--- src/rtl/bf16_cvt_pkg.sv ---
// Shared types for the FP32->BF16 converter arbiter: exception flags, FSM states,
// and the canonical BF16 quiet NaN.
package bf16_cvt_pkg;

  typedef struct packed {
    logic invalid;
    logic overflow;
    logic underflow;
    logic inexact;
  } cvt_flags_t;

  typedef enum logic [1:0] {STOPPED, RUN, DRAIN} cvt_arb_state_t;

  localparam logic [15:0] BF16_QNAN = 16'h7FC0;

endpackage

--- src/rtl/fp32_bf16_cvt_arbiter_rr_arbiter.sv ---
// Round-robin pick: first asserted request at or above ptr, wrapping modulo NUM_REQ.
module rr_arbiter #(
  parameter int NUM_REQ = 4,
  parameter int ID_W    = $clog2(NUM_REQ)
) (
  input  logic [NUM_REQ-1:0] req,
  input  logic [ID_W-1:0]    ptr,
  output logic [NUM_REQ-1:0] grant,
  output logic [ID_W-1:0]    idx,
  output logic               any
);

  int j;

  always_comb begin
    grant = '0;
    idx   = '0;
    any   = 1'b0;
    j     = 0;
    for (int i = 0; i < NUM_REQ; i++) begin
      j = int'(ptr) + i;
      if (j >= NUM_REQ) j = j - NUM_REQ;
      if (!any && req[j]) begin
        any      = 1'b1;
        grant[j] = 1'b1;
        idx      = ID_W'(j);
      end
    end
  end

endmodule

--- src/rtl/fp32_to_bf16.sv ---
// Combinational FP32->BF16 conversion, round-to-nearest-even. Overflow and underflow
// are reported in place of inexact; any NaN collapses to BF16_QNAN with invalid set.
module fp32_to_bf16
  import bf16_cvt_pkg::*;
(
  input  logic        clk,
  input  logic        reset,
  input  logic [31:0] a,
  output logic [15:0] y,
  output cvt_flags_t  flags
);

  logic        unused_clk_rst;
  logic        guard, sticky, round_up, lost, tiny, exp_max;
  logic [15:0] rounded;

  assign unused_clk_rst = clk ^ reset;

  assign exp_max  = &a[30:23];
  assign tiny     = (a[30:23] == 8'h00);
  assign guard    = a[15];
  assign sticky   = |a[14:0];
  assign lost     = guard | sticky;
  assign round_up = guard & (sticky | a[16]);
  // Mantissa carry ripples into the exponent; a finite max can never wrap past inf.
  assign rounded  = a[31:16] + {15'd0, round_up};

  always_comb begin
    y     = rounded;
    flags = '0;
    if (exp_max) begin
      if (|a[22:0]) begin
        y             = BF16_QNAN;
        flags.invalid = 1'b1;
      end else begin
        y = a[31:16];
      end
    end else begin
      flags.overflow  = &rounded[14:7];
      flags.underflow = tiny & lost & ~(&rounded[14:7]);
      flags.inexact   = lost & ~tiny & ~(&rounded[14:7]);
    end
  end

endmodule

--- src/rtl/fp32_bf16_cvt_arbiter.sv ---
// Round-robin sharing of one fp32_to_bf16 converter with a registered valid/ready
// response. Optional CVT_STICKY_FLAGS_EN adds an OR-accumulated flag register.
module fp32_bf16_cvt_arbiter
  import bf16_cvt_pkg::*;
#(
  parameter  int NUM_REQ = 4,
  localparam int ID_W    = $clog2(NUM_REQ)
) (
  input  logic                    clk,
  input  logic                    reset,
  input  logic                    en,
  input  logic [NUM_REQ-1:0]      req_valid,
  input  logic [NUM_REQ-1:0][31:0] req_data,
  output logic [NUM_REQ-1:0]      req_ready,
  output logic                    rsp_valid,
  input  logic                    rsp_ready,
  output logic [15:0]             rsp_data,
  output logic [ID_W-1:0]         rsp_id,
  output cvt_flags_t              rsp_flags,
`ifdef CVT_STICKY_FLAGS_EN
  output cvt_flags_t              sticky_flags,
  input  logic                    flags_clear,
`endif
  output logic                    stopped
);

  cvt_arb_state_t     state_q, state_d;
  logic [ID_W-1:0]    ptr, gnt_idx;
  logic [NUM_REQ-1:0] grant;
  logic               any_req, slot_free, accept;
  logic [15:0]        cvt_y;
  cvt_flags_t         cvt_flags;

  rr_arbiter #(.NUM_REQ(NUM_REQ), .ID_W(ID_W)) u_arb (
    .req(req_valid), .ptr(ptr), .grant(grant), .idx(gnt_idx), .any(any_req)
  );

  fp32_to_bf16 u_cvt (
    .clk(clk), .reset(reset), .a(req_data[gnt_idx]), .y(cvt_y), .flags(cvt_flags)
  );

  assign slot_free = ~rsp_valid | rsp_ready;
  // en gates accept directly so the RUN->DRAIN cycle never takes new work.
  assign accept    = (state_q == RUN) & en & slot_free & any_req;
  assign req_ready = accept ? grant : '0;
  assign stopped   = (state_q == STOPPED);

  always_comb begin
    state_d = state_q;
    case (state_q)
      STOPPED: if (en) state_d = RUN;
      RUN:     if (!en) state_d = DRAIN;
      DRAIN:   if (en) state_d = RUN;
               else if (slot_free) state_d = STOPPED;
      default: state_d = STOPPED;
    endcase
  end

  always_ff @(posedge clk or negedge reset) begin
    if (!reset) begin
      state_q   <= STOPPED;
      ptr       <= '0;
      rsp_valid <= 1'b0;
      rsp_data  <= '0;
      rsp_id    <= '0;
      rsp_flags <= '0;
    end else begin
      state_q <= state_d;
      if (accept) begin
        rsp_valid <= 1'b1;
        rsp_data  <= cvt_y;
        rsp_id    <= gnt_idx;
        rsp_flags <= cvt_flags;
        ptr       <= (gnt_idx == ID_W'(NUM_REQ-1)) ? '0 : gnt_idx + ID_W'(1);
      end else if (rsp_ready) begin
        rsp_valid <= 1'b0;
      end
    end
  end

`ifdef CVT_STICKY_FLAGS_EN
  logic rsp_hs;
  assign rsp_hs = rsp_valid & rsp_ready;

  always_ff @(posedge clk or negedge reset) begin
    if (!reset)           sticky_flags <= '0;
    else if (flags_clear) sticky_flags <= rsp_hs ? rsp_flags : '0;
    else if (rsp_hs)      sticky_flags <= sticky_flags | rsp_flags;
  end
`endif

endmodule

--- config.mk ---
export PLATFORM = sky130hd
export DESIGN_NAME = fp32_bf16_cvt_arbiter
export DESIGN_NICKNAME = d
export VERILOG_FILES = /design/src/rtl/bf16_cvt_pkg.sv /design/src/rtl/fp32_bf16_cvt_arbiter_rr_arbiter.sv /design/src/rtl/fp32_to_bf16.sv /design/src/rtl/fp32_bf16_cvt_arbiter.sv
export SDC_FILE = /design/constraint.sdc
export NUM_CORES = 1
export LEC_CHECK = 0
export ABC_AREA = 1
export BUFFER_PORTS_ARGS = -buffer_cell sky130_fd_sc_hd__buf_2
export CAP_MARGIN = 20
export CORE_MARGIN = 3
export CORE_UTILIZATION = 49
export CTS_BUF_LIST = sky130_fd_sc_hd__clkbuf_8
export DETAILED_ROUTE_END_ITERATION = 6
export PLACE_DENSITY = 0.84
export SLEW_MARGIN = 10
export SYNTH_ARGS = -nofsm -noshare
export SYNTH_HDL_FRONTEND = slang
export SYNTH_SLANG_ARGS = --single-unit
--- constraint.sdc ---
create_clock -name clk -period 3.8 [get_ports clk]
set_input_delay 0 -clock clk [delete_from_list [all_inputs] [get_ports clk]]
set_output_delay 0 -clock clk [all_outputs]
set_load 0.005 [all_outputs]
Word level (Yosys, flattened, before mapping)
Index checks and enable logic that the tools add are counted.
Widths: inputs -> output; s select.
{ "totals": {"regBits": 27, "in_bits": 136, "out_inout_bits": 28, "wordCells": 124} }
{ "classes": {"add_sub_neg": 9, "order_cmp": 13, "n_eq_ne": 6, "muxes": 52, "n_bitwise": 17, "n_reduce_logical": 18} }
{ "op_table": {"columns": ["operator", "n"], "rows": [
  ["$mux 32", 5],
  ["$ge 32x1->1 const B", 4],
  ["$lt 32x4->1 const B", 4],
  ["$ge 32x4->1 const B", 3],
  ["$sub 32x4->32 const B", 3],
  ["$bmux 32 s2", 1],
  ["$mux 16", 2],
  ["$reduce_or 23->1", 1],
  ["$mux 1", 20],
  ["$mux 4", 5],
  ["$mux 2", 9],
  ["$add 16x1->16", 1],
  ["$reduce_and 8->1", 2],
  ["$reduce_or 15->1", 1],
  ["$or 4x4->4", 3],
  ["$and 1x1->1", 8],
  ["$bmux 1 s2", 4],
  ["$demux 1 s2", 4],
  ["$logic_not 8->1", 1],
  ["$logic_and 1x1->1", 7],
  ["$add 2x2->3 const B", 2],
  ["$pmux 2 s3", 1],
  ["$eq 2x2->1 const B", 2],
  ["$ne 2x2->1 const B", 2],
  ["14 further kinds", 20]
]} }

Longest topological paths before layout
{ "depth": {"ltp_word": 25, "mapped_depth": 27, "ltp_nobuf": 25} }

Modules after synthesis
Synthesis repeated with hierarchy kept, for this count alone.
{ "hier_totals": {"cells_unflattened": 590, "area_unflattened_um2": 3434.5} }
{ "by_module_without_submodules": {"columns": ["module", "n_inst", "cells_each", "area_per_inst_um2", "seq_area_each_um2"], "rows": [
  ["fp32_bf16_cvt_arbiter", 1, 379, 2322.2, 675.6],
  ["fp32_to_bf16", 1, 134, 634.4, 0.0],
  ["rr_arbiter", 1, 77, 478.0, 0.0]
]} }

Worst setup path after synthesis
No wires, ideal clock.
{ "synth_path": {"path_kind": "register to register", "startpoint": "register ptr[0]", "endpoint": "register rsp_flags[0] (netlist name)", "setup_ps": 116, "t_arrival_ps": 3023, "required_ps": 3684, "setup_slack_ps": 661, "stages_incl_launch_ff": 27, "n_path_buf": 2, "synth_period_minus_slack_ps": 3139, "cell_sequence": "dfrtp_1 -> buf_6 -> inv_8 -> ha_1 -> inv_2 -> nand2_2 -> nand2_4 -> nor2_8 -> nand3b_4 -> nor2_4 -> nor2_8 -> buf_6 -> nand3_1 -> nand2_1 -> nor2_2 -> ha_1 -> nand3_2 -> inv_2 -> nand2_1 -> nand2_1 -> nand2_1 -> nor2_1 -> nand2_1 -> nor2_2 -> nand2_1 -> nand2_1 -> nand2_1"} }
{ "synth_via": {"elab_chain_cells": 25, "elab_cells_between_ends": 57, "cone_classes": "add/sub: 8; order compare: 4; mux: 27; bitwise: 8; reduce/logical: 10"} }
{ "synth_rtl": {"columns": ["element", "line_no", "source"], "rows": [
  ["from (decl)", "fp32_bf16_cvt_arbiter.sv:28", "logic [ID_W-1:0] ptr, gnt_idx;"],
  ["from (signal assigned)", "fp32_bf16_cvt_arbiter.sv:74", "ptr <= (gnt_idx == ID_W'(NUM_REQ-1)) ? '0 : gnt_idx + ID_W'(1);"],
  ["parallel branches: the longest is 25 deep, another holds $sub 32x4->32", null, null],
  ["to (signal assigned)", "fp32_bf16_cvt_arbiter.sv:73", "rsp_flags <= cvt_flags;"],
  ["to (decl)", "fp32_bf16_cvt_arbiter.sv:19", "output cvt_flags_t rsp_flags,"]
]} }
Several ways; the timed one is not identified. The select of a mux whose other input is x is not followed.
A chain may end at the register's enable or synchronous reset.

Worst setup path in the final report
{ "layout_path": {"startpoint": "register ptr[1]", "endpoint": "register rsp_flags[0] (netlist name)"} }
The elaborated chain is that of the path after synthesis.

==> Implementation_results.wiki <==
{| class="wikitable"
! Metric !! Value
|-
| Status || finished, final reports clean
|-
| Residual DRC count || 0
|-
| Via/cell ratio || 5.39
|-
| Via count of the first global-routing pass || 3,888
|-
| P per Cell Area || 1210 nW/µm²
|-
| Number of maximum-capacitance violations || 0
|-
| Global Route Usage Sum || 28.0%
|-
| H-tree depth || 1
|-
| Max Root-Sink Buffers || 2
|-
| Average wire length per cell after detail routing || 13.7 µm
|-
| Final-report setup violation count || 0
|-
| Crit-path slowest cell || sky130_fd_sc_hd__dfrtp_2
|-
| Critical setup path kind || reg2reg
|-
| Global-route wire length before repair || 18,200 µm
|-
| Routed wire length || 10,800 µm
|-
| Antenna Violating Nets Remaining || 0
|-
| Clock Root Buffer || sky130_fd_sc_hd__clkbuf_8
|-
| Share of total power in sequential cells || 9.2%
|-
| Cell count after synthesis || 556
|-
| Post-detailed-placement half-perimeter wirelength || 8980 µm
|-
| Required arrival time at the worst endpoint || 3.98 ns
|-
| Rel. slew slack || 54.8%
|-
| Cell area after placement || 4260 µm²
|-
| Final core utilization || 66.5%
|-
| Diode count || 0
|-
| Final clock skew || 0.00230 ns
|-
| DP Worst Slack || 0.328 ns
|-
| Flip-flop and latch count after synthesis || 27
|-
| Fin. Hold Viols || 0
|-
| Slowest Stage Delay on Critical Path || 0.44 ns
|-
| Routability Congestion || 0.974
|-
| Ratio of cells with drive above 1 in the final layout || 33.3%
|-
| Fmax || 0.293 GHz
|-
| Mapped Nets || 697
|-
| Pin count of the biggest net entering global routing || 28
|-
| NetSw || 3.24 mW
|-
| Async set or reset register ratio after synthesis || 100%
|-
| Min-delay worst type || in2reg
|-
| Leakage power total || 2.56 nW
|-
| CP most frequent cell || sky130_fd_sc_hd__nand2_1
|-
| Count of unique library cells instantiated by Yosys || 40
|-
| Overall overflow remaining after global route || 0
|-
| Sum Neg Setup Slack || 0 ns
|-
| Total of buffers placed on input and output ports || 163
|-
| Antenna violations before repair || 0
|-
| Cell-internal power || 2.00 mW
|-
| Clock share of power || 3.2%
|-
| Minimum setup slack in the final design || 0.381 ns
|-
| Mapped cell area || 3410 µm²
|-
| Clock slew seen by the registers of the worst setup and hold paths || 0.10 ns
|-
| Clock tree from TritonCTS || done
|-
| Die Area || 8000 µm²
|-
| Total CTS buffers || 3
|-
| Worst hold margin || 0.122 ns
|-
| Initial Utilization || 52.2%
|-
| Average cell area after synthesis || 6.14 µm²
|-
| Height of the die || 89.4 µm
|-
| Startpoint Class || flip-flop
|-
| Combinational share of power || 87.6%
|-
| Post-CTS Setup Repair Bufs || 0
|-
| Worst skew pair latency || 0.28 ns
|-
| Slew at the pin closest to its max-slew limit || 0.674 ns
|-
| Share of the clock period used by the worst path || 90.0%
|-
| Placeable core area || 6530 µm²
|-
| Capturing element type of the critical path || flip-flop
|-
| Initial DRT Pass Iterations || 5
|-
| Vias post-DR || 4,262
|-
| Switching share of power || 61.8%
|-
| Post-synthesis to final-layout area growth || 27.2%
|-
| Final-stage net count || 856
|-
| Most used flip-flop cell after synthesis || sky130_fd_sc_hd__dfrtp_1
|-
| Max IR drop VDD || 663 µV
|-
| Fin area || 4340 µm²
|-
| Slack of the worst reg-to-reg path || 0.38 ns
|-
| Violation count after the first detailed-route iteration || 314
|-
| Endpoint arrival time on the critical path || 3.60 ns
|-
| Number of standard-cell rows in the floorplan || 29
|-
| Number of enable-type register cells in the synthesized netlist || 0
|-
| Unrepaired setup endpoints after global routing || no
|-
| CP Max Fanout || 18
|-
| Die W || 89.4 µm
|-
| YS warnings || 0
|-
| Share of the yosys chip area belonging to registers || 19.8%
|-
| Min Tclk post-route || 3.42 ns
|-
| Count of final max-slew check failures || 0
|-
| Num ports || 164
|-
| Commonest non-fill, non-tap cells in the layout || sky130_fd_sc_hd__nand2_1, sky130_fd_sc_hd__buf_2, sky130_fd_sc_hd__inv_1, sky130_fd_sc_hd__nand3_1, sky130_fd_sc_hd__nand4_1
|-
| Leading cell type in the layout, fill and taps excluded || sky130_fd_sc_hd__nand2_1
|-
| Clk sink count || 27
|}
-- final timing paths --
path,start,end,cells past startpoint
setup / recovery,ptr[1],rsp_flags[0],25
hold / removal,req_data[31],rsp_data[15],5
setup reg to reg,ptr[1],rsp_flags[0],25
hold reg to reg,rsp_data[15],rsp_data[15],2
max in group asynchronous,reset,ptr[1],2
min in group asynchronous,reset,rsp_id[0],2
-- Yosys cell counts, types with 2 or more instances --
cell type | number | area, µm²
sky130_fd_sc_hd__o21a_1 | 2 | 15.0
sky130_fd_sc_hd__nor2_8 | 2 | 40.0
sky130_fd_sc_hd__nand2_4 | 5 | 56.3
sky130_fd_sc_hd__buf_6 | 8 | 90.1
sky130_fd_sc_hd__nand4_1 | 39 | 244
sky130_fd_sc_hd__nand2_1 | 177 | 664
sky130_fd_sc_hd__a21oi_1 | 7 | 35.0
sky130_fd_sc_hd__nand3_2 | 6 | 60.1
sky130_fd_sc_hd__xnor2_1 | 2 | 17.5
sky130_fd_sc_hd__nand2_2 | 21 | 131
sky130_fd_sc_hd__clkbuf_1 | 3 | 11.3
sky130_fd_sc_hd__inv_2 | 5 | 18.8
sky130_fd_sc_hd__nor2_1 | 22 | 82.6
sky130_fd_sc_hd__o21ai_0 | 16 | 80.1
sky130_fd_sc_hd__nand3_1 | 52 | 260
sky130_fd_sc_hd__ha_1 | 5 | 62.6
sky130_fd_sc_hd__buf_2 | 10 | 50.1
sky130_fd_sc_hd__inv_1 | 79 | 297
sky130_fd_sc_hd__nand3_4 | 2 | 35.0
sky130_fd_sc_hd__a31oi_1 | 3 | 18.8
sky130_fd_sc_hd__nor3_1 | 9 | 45.0
sky130_fd_sc_hd__nor2_4 | 5 | 56.3
sky130_fd_sc_hd__nor4_1 | 14 | 87.6
sky130_fd_sc_hd__o22ai_1 | 6 | 37.5
sky130_fd_sc_hd__dfrtp_1 | 27 | 676
sky130_fd_sc_hd__o21ai_1 | 6 | 30.0
sky130_fd_sc_hd__xor2_1 | 3 | 26.3
sky130_fd_sc_hd__nor2_2 | 8 | 50.1
-- power groups by stage --
stage / clock, mW / sequential [mW] / combinational, mW
floorplan: 0 / 0.491 / 3.62
global placement: 0 / 0.485 / 4.43
detailed placement: 0 / 0.486 / 4.50
CTS: 0.172 / 0.480 / 4.52
global route: 0.185 / 0.496 / 5.14
finish: 0.169 / 0.481 / 4.60
-- logic make-up after synthesis --
| group | count (synthesis) | share of synthesized area [%] |
|---|---|---|
| and+or+nand+nor | 364 | 54.0 |
| xor gates and xnor gates | 6 | 1.76 |
| DFF | 27 | 19.8 |
| AOI/OAI and AO/OA | 46 | 8.03 |
| buffers and inverters | 108 | 14.6 |
| adders and majority gates | 5 | 1.83 |
-- stage by stage --
step	total power [mW]	std cells
CTS	5.17	791
global placement	4.91	784
detailed placement	4.98	784
floorplan	4.11	556
global route	5.82	791
finish	5.25	791
-- per-layer routing --
layer	GRT usage, %	routed length [µm]	vias up
li1	-	-	2132
met1	41.1	4850	1891
met2	44.7	4940	219
met3	2.58	910	20
met4	5.55	143	0
met5	0	0	-
-- flip-flops by register name, summed over array words and instances (netlist names) --
signal	cells
ptr	2
rsp_data	16
rsp_flags	4
rsp_id	2
rsp_valid	1
state_q	2
-- critical path, delay by kind of cell, from the launching register on --
kind	cells	cell delay [ns]
compound gates	1	0.21
fa+ha+maj	2	0.66
buf+inv	4	0.52
flops	1	0.44
simple gates	18	1.50
-- area by class of cell --
| cell class | count | area [µm²] |
|---|---|---|
| multi-input cells | 421 | 2240 |
| flip-flops and latches | 27 | 677 |
| inverters | 86 | 330 |
| well taps | 77 | 96.3 |
| repair buffers | 176 | 946 |
| clock inverters | 1 | 7.51 |
| fillers | 604 | 2190 |
| clock buffers | 3 | 41.3 |
-- timing repair --
item | CTS | global route
hold buffers | 3 | 0
setup endpoints to repair | 0 | 5
hold endpoints to repair | 30 | 0
gates resized for setup | 0 | 2
Note: power is estimated with default switching activity, not from simulation.
